<file path="src/rtl/awm_panel.sv">
// awm_panel: front-panel button debounce, door lock, stage LEDs and error flag.
// Define AWM_BUZZER_EN to build the timed end-of-cycle buzzer.
module awm_panel #(
  parameter int DEB_CYCLES  = 4,
  parameter int UNLOCK_DLY  = 8,
  parameter int BUZZ_CYCLES = 16
) (
  input  logic       i_clk,
  input  logic       i_reset_n,
  input  logic       i_btn_start,
  input  logic       i_btn_pause,
  input  logic [2:0] i_stage,
  input  logic       i_done,
  output logic       o_start,
  output logic       o_pause,
  output logic       o_door_lock,
  output logic [3:0] o_led,
  output logic       o_buzzer,
  output logic       o_err
);

  localparam logic [7:0] DEB_M1   = 8'(DEB_CYCLES - 1);
  localparam logic [7:0] UNLOCK_L = 8'(UNLOCK_DLY);
  localparam logic [7:0] BUZZ_M1  = 8'(BUZZ_CYCLES - 1);

  localparam logic [1:0] S_IDLE  = 2'd0;
  localparam logic [1:0] S_RUN   = 2'd1;
  localparam logic [1:0] S_PAUSE = 2'd2;
  localparam logic [1:0] S_FIN   = 2'd3;

  // bit 0 = START, bit 1 = PAUSE
  logic [1:0] r_sync1;
  logic [1:0] r_sync2;
  logic [1:0] r_deb;
  logic [1:0] r_deb_q;
  logic [1:0] r_press;
  logic [7:0] r_cnt [2];

  logic [1:0] r_state;
  logic [7:0] r_ucnt;
  logic       r_start;
  logic       r_pause;
  logic       r_lock;
  logic [3:0] r_led;
  logic       r_err;

  logic       w_start_ev;
  logic       w_pause_ev;
  logic [1:0] w_nstate;
  logic [7:0] w_ucnt;
  logic       w_lock;

  always_ff @(posedge i_clk or negedge i_reset_n) begin
    if (!i_reset_n) begin
      r_sync1 <= '0;
      r_sync2 <= '0;
      r_deb   <= '0;
      r_deb_q <= '0;
      r_press <= '0;
      for (int i = 0; i < 2; i++) r_cnt[i] <= '0;
    end else begin
      r_sync1 <= {i_btn_pause, i_btn_start};
      r_sync2 <= r_sync1;
      r_deb_q <= r_deb;
      r_press <= r_deb & ~r_deb_q;
      for (int i = 0; i < 2; i++) begin
        if (r_sync2[i] == r_deb[i]) begin
          r_cnt[i] <= '0;
        end else if (r_cnt[i] >= DEB_M1) begin
          r_deb[i] <= r_sync2[i];
          r_cnt[i] <= '0;
        end else begin
          r_cnt[i] <= r_cnt[i] + 8'd1;
        end
      end
    end
  end

  assign w_start_ev = r_press[0];
  assign w_pause_ev = r_press[1];

`ifdef AWM_BUZZER_EN
  logic [7:0] r_bcnt;
  logic [7:0] w_bcnt;
  logic       r_buzz;
`else
  logic w_unused_buzz;
  assign w_unused_buzz = ^BUZZ_M1;
`endif

  always_comb begin
    w_nstate = r_state;
    w_ucnt   = r_ucnt;
`ifdef AWM_BUZZER_EN
    w_bcnt   = r_bcnt;
`endif
    unique case (r_state)
      S_IDLE: begin
        if (w_start_ev) w_nstate = S_RUN;
      end
      S_RUN: begin
        if (i_done) begin
          w_nstate = S_FIN;
`ifdef AWM_BUZZER_EN
          w_bcnt   = '0;
`endif
        end else if (w_pause_ev) begin
          w_nstate = S_PAUSE;
          w_ucnt   = '0;
        end
      end
      S_PAUSE: begin
        if (w_pause_ev) begin
          w_nstate = S_RUN;
          w_ucnt   = '0;
        end else if (r_ucnt < UNLOCK_L) begin
          w_ucnt = r_ucnt + 8'd1;
        end
      end
      S_FIN: begin
`ifdef AWM_BUZZER_EN
        if (r_bcnt >= BUZZ_M1) begin
          w_nstate = S_IDLE;
          w_bcnt   = '0;
        end else begin
          w_bcnt = r_bcnt + 8'd1;
        end
`else
        w_nstate = S_IDLE;
`endif
      end
      default: w_nstate = S_IDLE;
    endcase
  end

  // lock releases on the edge the paused counter reaches the delay
  assign w_lock = (w_nstate == S_RUN) |
                  ((w_nstate == S_PAUSE) & (w_ucnt < UNLOCK_L));

  always_ff @(posedge i_clk or negedge i_reset_n) begin
    if (!i_reset_n) begin
      r_state <= S_IDLE;
      r_ucnt  <= '0;
      r_start <= 1'b0;
      r_pause <= 1'b0;
      r_lock  <= 1'b0;
    end else begin
      r_state <= w_nstate;
      r_ucnt  <= w_ucnt;
      r_start <= (w_nstate == S_RUN) | (w_nstate == S_PAUSE);
      r_pause <= (w_nstate == S_PAUSE);
      r_lock  <= w_lock;
    end
  end

`ifdef AWM_BUZZER_EN
  always_ff @(posedge i_clk or negedge i_reset_n) begin
    if (!i_reset_n) begin
      r_bcnt <= '0;
      r_buzz <= 1'b0;
    end else begin
      r_bcnt <= w_bcnt;
      r_buzz <= (w_nstate == S_FIN);
    end
  end
  assign o_buzzer = r_buzz;
`else
  assign o_buzzer = 1'b0;
`endif

  always_ff @(posedge i_clk or negedge i_reset_n) begin
    if (!i_reset_n) begin
      r_led <= '0;
      r_err <= 1'b0;
    end else begin
      unique case (1'b1)
        (i_stage == 3'd0): r_led <= 4'b0001;
        (i_stage == 3'd1): r_led <= 4'b0010;
        (i_stage == 3'd2): r_led <= 4'b0100;
        (i_stage == 3'd3): r_led <= 4'b1000;
        default:           r_led <= 4'b0000;
      endcase
      r_err <= r_err | (i_stage[2] & ~(&i_stage));
    end
  end

  assign o_start     = r_start;
  assign o_pause     = r_pause;
  assign o_door_lock = r_lock;
  assign o_led       = r_led;
  assign o_err       = r_err;

endmodule

</file>
<file path="config.mk">
export PLATFORM = sky130hd
export DESIGN_NAME = awm_panel
export DESIGN_NICKNAME = d
export VERILOG_FILES = /design/src/rtl/awm_panel.sv
export SDC_FILE = /design/constraint.sdc
export NUM_CORES = 1
export LEC_CHECK = 0
export BUFFER_PORTS_ARGS = -buffer_cell sky130_fd_sc_hd__buf_2
export CAP_MARGIN = 30
export CORE_MARGIN = 5
export CORE_UTILIZATION = 50
export CTS_CLUSTER_DIAMETER = 50
export DETAILED_ROUTE_END_ITERATION = 8
export PLACE_DENSITY_LB_ADDON = 0.1
export SLEW_MARGIN = 20
export SYNTH_ARGS = -nofsm -noshare
export SYNTH_HDL_FRONTEND = slang
export SYNTH_SLANG_ARGS = --single-unit
</file>
<file path="constraint.sdc">
create_clock -name i_clk -period 1.95 [get_ports i_clk]
set_input_delay 0.585 -clock i_clk [delete_from_list [all_inputs] [get_ports i_clk]]
set_output_delay 0.585 -clock i_clk [all_outputs]
set_load 0.02 [all_outputs]
</file>
; Word-level counts from Yosys, hierarchy flattened
; Index checks and enable logic that the tools add are counted.
[word_totals]
register_bits = 44
latch_bits = 0
ramBits = 0
romBits = 0
input_bits = 8
output_inout_bits = 9
wordCells = 62
mem_count = 0
[op_classes]
add_sub_neg = 3
multipliers = 0
div = 0
magnitude_cmp = 4
n_eq_ne = 10
shift = 0
n_mux = 15
bitwise = 10
n_reduce_logical = 5
[op_table]
columns = cell, n
row1 = two-way mux 8 bit, 8
row2 = "adder 8 x 1 -> 8 bit, second input constant", 3
row3 = ">= comparator 8 x 2 -> 1 bit, second input constant", 2
row4 = "less-than comparator 8 x 4 -> 1 bit, second input constant", 2
row5 = one-hot mux 4 bit (4 select lines), 1
row6 = one-hot mux 8 bit (2 select lines), 1
row7 = two-way mux 2 bit, 4
row8 = one-hot mux 2 bit (4 select lines), 1
row9 = "equality test 2 bit, second input constant", 3
row10 = "equality test 3 x 2 -> 1 bit, second input constant", 2
row11 = "equality test 2 x 1 -> 1 bit, second input constant", 2
row12 = AND reduction 2 bit, 2
row13 = "equality test 3 x 1 -> 1 bit, second input constant", 1
row14 = logical NOT 3 bit, 1
row15 = inverter 1 bit, 3
row16 = bitwise OR 1 bit, 3
row17 = AND reduction 3 bit, 1
row18 = AND 1 bit, 2
row19 = AND 2 bit, 1
row20 = equality test 1 bit, 2
row21 = logical NOT 2 bit, 1
row22 = inverter 2 bit, 1

; Longest topological paths before layout
; Gate-level depths: netlist of the first run.
[depth]
word_depth = 7
mapped_depth = 8

; Worst setup path after synthesis of the first run
; No wires, ideal clock.
[synth_timing]
path_kind = flip-flop to flip-flop
startpoint = reg r_cnt[8] in the netlist's numbering
endpoint = reg r_deb[0]
setup_time_ps = 128
arrival_ps = 1561
required_ps = 1822
setup_slack_ps = 262
stages_incl_launch_ff = 5
n_path_buf = 0
cell_sequence = dfrtp_1 ha_1 or4_4 nor4_4 mux2_1
[synth_via]
elab_chain_cells = 2
[synth_rtl]
columns = item, line_no
row1 = from (decl), 37  ; logic [7:0] r_cnt [2];
row2 = "from (signal, indexed assignment)", 73  ; r_cnt[i] <= r_cnt[i] + 8'd1;
row3 = >= comparator 8 x 2 -> 1 bit, 69  ; end else if (r_cnt[i] >= DEB_M1) begin
row4 = AND reduction 2 bit (no line), --
row5 = "to (signal, indexed assignment)", 70  ; r_deb[i] <= r_sync2[i];
row6 = to (decl), 34  ; logic [1:0] r_deb;
; No other way between the ends.
; A chain may end at the register's enable or synchronous reset.

; Worst setup path in the final report of the first run
[layout_timing]
startpoint = reg r_state[0]
endpoint = reg r_lock (netlist: o_door_lock)
[layout_via]
elab_chain_cells = 6
elab_cells_between_ends = 15
cone_classes = order compare: 1 / eq/ne: 5 / mux: 6 / bitwise: 2 / reduce/logical: 1
[layout_rtl]
columns = item, line_no
row1 = from (decl), 39  ; logic [1:0] r_state;
row2 = from (signal assigned), 148  ; r_state <= w_nstate;
row3 = branches (longest 5 deep; another with less-than comparator 8 x 4 -> 1 bit), --
row4 = bitwise OR 1 bit *, 137  ; assign w_lock = (w_nstate == S_RUN) |
row5 = via w_lock, 51  ; logic w_lock;
row6 = to (signal assigned), 152  ; r_lock <= w_lock;
row7 = to (decl), 43  ; logic r_lock;
; Mark *: on every way through the listed nets, which the timed path passes.

==> metrics.md, run 1 <==
| Metric | Value |
|---|---|
| Status | complete, no violations |
| Worst Clk Skew | 0.00605 ns |
| Seq/Total Area, Yosys | 0.658 |
| Crit Path Category | reg -> reg |
| Clk_lat worst skew | 0.34 ns |
| Worst VDD drop | 0.000522 V |
| Unrepaired setup endpoints after global routing | no |
| CP required | 2.20 ns |
| Max Freq | 560 MHz |
| Worst-path fanout max | 4 |
| # diodes | 0 |
| Initial Util | 0.509 |
| Worst R2R Start | r_state[0]$_DFF_PN0_ |
| Clock Path Buffers | 2 |
| Post-DRT Antenna Nets | 0 |
| CP max stage cell | dfrtp_1 |
| Wirelength, routed | 2300 um |
| First-pass GRT wire length | 4300 um |
| Total CTS buffers | 5 |
| Wire length per cell | 11.2 um |
| Die height | 67.8 um |
| Die ar. | 4600 um2 |
| Width of the die | 67.8 um |
| Crit. End Element | flip-flop |
| Via count | 961 |
| Unique masters post-synth | 32 |
| Detailed placer's ending HPWL | 1700 um |
| CP max stage delay | 0.42 ns |
| Fillers | 279 |
| Row count | 21 |
| Hold slack | 0.188 ns |
| Post-Syn Area | 1670 um2 |
| Lkg Pwr | 0.954 nW |
| Final Hold Fails | 0 |
| R2r setup slk | 0.16 ns |
| Fin crit share | 0.916 |
| HP Class | in -> async |
| Clock Sinks | 44 |
| DRT iter0 DRCs | 42 |
| Initial antenna violation count | 0 |
| Largest net degree at the start of global routing | 24 |
| Drt drc | 0 |
| Synth area leader | dfrtp_1 |
| Final setup fails | 0 |
| TritonCTS clock tree | done |
| Layout cell share with drive strength beyond 1 | 0.195 |
| Max H-tree Level | 2 |
| Layout area overhead | 15.6% |
| Post-CTS resize count | 0 |
| Crit-path cells | inv_1 -> ha_1 -> and2b_1 -> nand2_1 -> or3_1 -> a31o_2 |
| Clock root cell | clkbuf_4 |
| Core Footprint | 3280 um2 |
| Cell Pwr Density | 1040 nW/um2 |
| Yosys top cell area share | 0.658 |
| Final max-slew violation count | 0 |
| Nets | 174 |
| Dominant cells by area after synthesis | dfrtp_1, ha_1, nor4_4, nand2_1, o21ai_0 |
| Setup Buffers After CTS | 0 |
| Avg Cell Area, Syn | 13.6 um2 |
| Total gr overflow | 0 |
| Seq cells post-synth | 44 |
| Placer Congestion | 0.747 |
| Vias in the first global route | 993 |
| R2R Path End | o_door_lock$_DFF_PN0_ |
| Startpoint types | flip-flop |
| Worst-path clk slew | 0.12 ns |
| FF-to-FF path depth | 6 |
| DRT Pass-1 Iters | 4 |
| Max Cap Viol | 0 |
| Setup TNS | 0 ns |
| Total GRT Usage | 0.131 |
| CP Data Arrival Time | 2.03 ns |
| IO Count | 17 |
| Hold_buf cts | 0 |
| IO Port Bufs | 15 |
| Vias per cell | 4.69 |
| Final Critical Period | 1.79 ns |
| Mapped Cells | 123 |
| Yosys warns | 0 |
worst max-delay path, delay by kind of cell, from the launching register on:
family,cells,cell delay (ns)
simple gates,3,0.70
flops,1,0.42
compound gates,1,0.25
fa+ha+maj,1,0.21
buf+inv,1,0.11
flip-flops by register name, indices dropped and copies added (netlist names):
| signal | cells |
|---|---|
| o_door_lock | 1 |
| o_err | 1 |
| o_led | 4 |
| o_pause | 1 |
| o_start | 1 |
| r_cnt | 16 |
| r_deb | 2 |
| r_deb_q | 2 |
| r_press | 2 |
| r_state | 2 |
| r_sync1 | 2 |
| r_sync2 | 2 |
| r_ucnt | 8 |
worst max-delay path by stage:
| stage | start | slack (ns) | to |
|---|---|---|---|
| floorplan | r_cnt[8]$_DFF_PN0_ | 0.26 | r_deb[0]$_DFFE_PN0P_ |
| CTS | r_state[1]$_DFF_PN0_ | 0.15 | o_door_lock$_DFF_PN0_ |
| global route | r_state[1]$_DFF_PN0_ | 0.02 | o_door_lock$_DFF_PN0_ |
| global placement | r_cnt[0]$_DFF_PN0_ | 0.20 | r_deb[1]$_DFFE_PN0P_ |
| detailed placement | r_state[1]$_DFF_PN0_ | 0.17 | o_door_lock$_DFF_PN0_ |
| finish | r_state[0]$_DFF_PN0_ | 0.16 | o_door_lock$_DFF_PN0_ |
cell type report:
| cell class | count | area (um2) | area share |
|---|---|---|---|
| inverter | 5 | 18.8 | 0.00971 |
| timing repair buffer | 17 | 103 | 0.0531 |
| clock inverter | 1 | 7.51 | 0.00388 |
| sequential | 44 | 1100 | 0.570 |
| tap | 46 | 57.6 | 0.0298 |
| multi-input combinational | 85 | 591 | 0.306 |
| clock buffer | 7 | 55.1 | 0.0285 |
stage by stage:
stage          instances  utilization  total power [mW]  instance area (um2)  worst slack (ns)
6_report             205        0.589              2.00                 1930             0.164
5_1_grt              205        0.589              2.15                 1930            0.0196
4_1_cts              205        0.589              2.04                 1930             0.151
3_5_place_dp         197        0.570              1.58                 1870             0.170
3_3_place_gp         197        0.570              1.57                 1870             0.196
2_1_floorplan        135            -              1.41                 1720             0.262
cells in the final DEF, fill, tap and decap left out, types with 2 or more instances in the layout:
cell type / netlist / layout
nand2_1: 11 / 11
nor3b_1: 2 / 2
nand3_1: 3 / 3
and2_1: 4 / 4
xor2_1: 2 / 2
ha_1: 8 / 8
nor2_1: 4 / 4
and3_1: 2 / 2
o21ai_0: 7 / 7
nor2b_1: 4 / 4
o21a_1: 2 / 2
buf_2: 0 / 15
inv_1: 5 / 5
or4_4: 2 / 2
dfrtp_1: 44 / 44
nand4b_1: 2 / 2
mux2_1: 2 / 2
nor3_1: 2 / 2
clkbuf_4: 0 / 5
nor4_4: 2 / 2
a21o_1: 2 / 2
conb_1: 1 / 13
kinds of logic after synthesis:
kind of cell,synth area share
buffers and inverters,0.0157
AND/OR/NAND/NOR,0.164
other,0.00224
multiplexers,0.0262
adder cells (fa/ha/maj),0.0598
flip-flops,0.658
XOR/XNOR,0.0105
AO/OA/AOI/OAI,0.0636
Yosys cell counts:
cell	count
dfrtp_1	44
nand2_1	11
ha_1	8
o21ai_0	7
inv_1	5
and2_1	4
nor2_1	4
nor2b_1	4
nand3_1	3
a21o_1	2
and3_1	2
mux2_1	2
nand4b_1	2
nor3_1	2
nor3b_1	2
nor4_4	2
o21a_1	2
or4_4	2
xor2_1	2
a21boi_0	1
a22o_1	1
a2bb2oi_1	1
a31o_2	1
and2b_1	1
and3b_1	1
buf_4	1
conb_1	1
mux2_2	1
mux2i_1	1
nor3_2	1
o211ai_1	1
or3_1	1
per-layer routing:
layer	track usage	routed length [um]	vias to the layer above
li1	-	-	474
met1	0.154	1020	463
met2	0.207	1100	19
met3	0.0509	119	5
met4	0.0744	55	0
met5	0	0	-
power by group:
group	switching, mW	internal, mW	leakage (nW)
clock network	0.269	0.177	0.0315
registers	0.0543	1.01	0.550
logic	0.281	0.214	0.373
total	0.605	1.40	0.954
Note: power is estimated with default switching activity, not from simulation.
==> inputs of run 2 (changes only) <==
Settings changed: CTS_BUF_LIST set to sky130_fd_sc_hd__clkbuf_4 sky130_fd_sc_hd__clkbuf_8.
==> run 2 against run 1 <==
Non-clock buffer count stayed put. Combinational power about the same. Sequential share of layout area decreased by 0.11 points. Clock skew barely moved. Sequential cell count unchanged. Global-route usage did not move. Die area unchanged. Register-to-register slack is essentially flat. Via count decreased by 0.21%. Core utilization increased by 0.11 points. Clock power rose by 3%.
==> metrics.md, run 2 (same netlist as run 1, synthesis figures left out) <==
| Metric | Value |
|---|---|
| Worst-path fanout max | 4 (unchanged) |
| Layout cell share with drive strength beyond 1 | 0.201 (was 0.195) |
| Post-DRT Antenna Nets | 0 (unchanged) |
| Max Cap Viol | 0 (unchanged) |
| Die ar. | 4600 um2 (unchanged) |
| Final Critical Period | 1.79 ns (about the same) |
| Largest register FFs | 16 (unchanged) |
| Crit. End Element | flip-flop (unchanged) |
| Nets | 174 (unchanged) |
| # diodes | 0 (unchanged) |
| Placer Congestion | 0.747 (unchanged) |
| Clk_lat worst skew | 0.34 ns (about the same) |
| Placed Instances | 197 (unchanged) |
| Logic pwr share | 0.246 (was 0.247) |
| Sequential Power Share | 0.527 (was 0.530) |
| Wire length per cell | 11.2 um (about the same) |
| Post-CTS resize count | 0 (unchanged) |
| Setup Buffers After CTS | 0 (unchanged) |
| IO Port Bufs | 15 (unchanged) |
| Crit-path cells | inv_1 -> ha_1 -> and2b_1 -> nand2_1 -> or3_1 -> a31o_2 (unchanged) |
| Drt drc | 0 (unchanged) |
| Vias in the first global route | 993 (unchanged) |
| Final Hold Fails | 0 (unchanged) |
| Max Freq | 559 MHz (was 560 MHz) |
| Clock Sinks | 44 (unchanged) |
| Via count | 959 (was 961) |
| Switching part of the total power | 0.299 (was 0.302) |
| Status | complete, no violations (unchanged) |
| Hold slack | 0.190 ns (was 0.188 ns) |
| Vias per cell | 4.68 (was 4.69) |
| WP buf/inv | 1 (unchanged) |
| Max H-tree Level | 2 (unchanged) |
| Final max-slew violation count | 0 (unchanged) |
| Die height | 67.8 um (unchanged) |
| Share of total power in the clock network | 0.227 (was 0.222) |
| Core Footprint | 3280 um2 (unchanged) |
| Hold_buf cts | 0 (unchanged) |
| Setup TNS | 0 ns (unchanged) |
| DRT iter0 DRCs | 42 (unchanged) |
| Total GRT Usage | 0.131 (unchanged) |
| Sw Pwr | 0.604 mW (was 0.605 mW) |
| CP max stage cell | dfrtp_1 (unchanged) |
| Clock root cell | clkbuf_4 (unchanged) |
| CP max stage delay | 0.42 ns (about the same) |
| Internal power | 1.41 mW (was 1.40 mW) |
| IO Count | 17 (unchanged) |
| Clock Path Buffers | 2 (unchanged) |
| Fin crit share | 0.917 (was 0.916) |
| Worst-path clk slew | 0.12 ns (about the same) |
| Lkg Pwr | 0.958 nW (was 0.954 nW) |
| Total gr overflow | 0 (unchanged) |
| Row count | 21 (unchanged) |
| Crit Path Category | reg -> reg (unchanged) |
| Most common cell after layout, fill and taps aside | dfrtp_1 (unchanged) |
| Top delay family on crit path | simple AND/OR/NAND/NOR gates (unchanged) |
| Cell Pwr Density | 1040 nW/um2 (about the same) |
| Detailed placer's ending HPWL | 1700 um (unchanged) |
| Layout area overhead | 15.8% (was 15.6%) |
| Worst VDD drop | 0.000518 V (was 0.000522 V) |
| Startpoint types | flip-flop (unchanged) |
| Most frequent cells in the layout | dfrtp_1, buf_2, conb_1, nand2_1, ha_1 (unchanged) |
| Biggest register | r_cnt (unchanged) |
| Design Power | 2.02 mW (was 2.00 mW) |
| Initial Util | 0.509 (unchanged) |
| Placed Area | 1870 um2 (unchanged) |
| First-pass GRT wire length | 4300 um (unchanged) |
| CP Data Arrival Time | 2.04 ns (was 2.03 ns) |
| Total CTS buffers | 5 (unchanged) |
| HP Class | in -> async (unchanged) |
| CP required | 2.20 ns (about the same) |
| TritonCTS clock tree | done (unchanged) |
| Final setup fails | 0 (unchanged) |
| Unrepaired setup endpoints after global routing | no (unchanged) |
| Initial antenna violation count | 0 (unchanged) |
| Worst Clk Skew | 0.00610 ns (was 0.00605 ns) |
| Wirelength, routed | 2300 um (about the same) |
| Largest net degree at the start of global routing | 24 (unchanged) |
| DRT Pass-1 Iters | 4 (unchanged) |
| Width of the die | 67.8 um (unchanged) |
| Final Cell Area | 1940 um2 (was 1930 um2) |
| Final Instance Count excl. Fillers | 205 (unchanged) |
## run 2: path summary, 6_finish.rpt
kind                                      start                     to  slack (ns)  cells after the start
hold / removal                        i_reset_n     o_led[1]$_DFF_PN0_        0.19                      1
hold reg to reg            r_sync1[0]$_DFF_PN0_   r_sync2[0]$_DFF_PN0_        0.36                      0
min in group i_clk                  i_btn_pause   r_sync1[1]$_DFF_PN0_        0.34                      1
setup / recovery           r_state[0]$_DFF_PN0_  o_door_lock$_DFF_PN0_        0.16                      6
setup reg to reg           r_state[0]$_DFF_PN0_  o_door_lock$_DFF_PN0_        0.16                      6
max in group asynchronous             i_reset_n  r_ucnt[1]$_DFFE_PN0P_        1.27                      2
## run 2: routing by layer
layer,GRT usage,share of wire
met5,0,0
met4,0.0744,0.024
met3,0.0509,0.051
met2,0.207,0.48
met1,0.154,0.44
## run 2: cell type report
| type | count | area, um2 |
|---|---|---|
| Inverter | 5 | 18.8 |
| Multi-Input combinational cell | 85 | 591 |
| Clock inverter | 1 | 7.51 |
| Clock buffer | 7 | 58.8 |
| Fill cell | 281 | 1350 |
| Sequential cell | 44 | 1100 |
| Timing Repair Buffer | 17 | 103 |
| Tap cell | 46 | 57.6 |
## run 2: power groups by stage
stage	registers [mW]	logic, mW	clock network, mW
floorplan	1.12	0.297	0
global placement	1.08	0.488	0
detailed placement	1.08	0.497	0
CTS	1.07	0.501	0.483
global route	1.08	0.555	0.527
finish	1.06	0.495	0.459
## run 2: metrics by stage
stage                      util  setup WS [ns]
final                     0.590          0.161
after global routing      0.590         0.0196
after CTS                 0.590          0.151
after detailed placement  0.570          0.170
after global placement    0.570          0.196
after floorplan               -          0.262
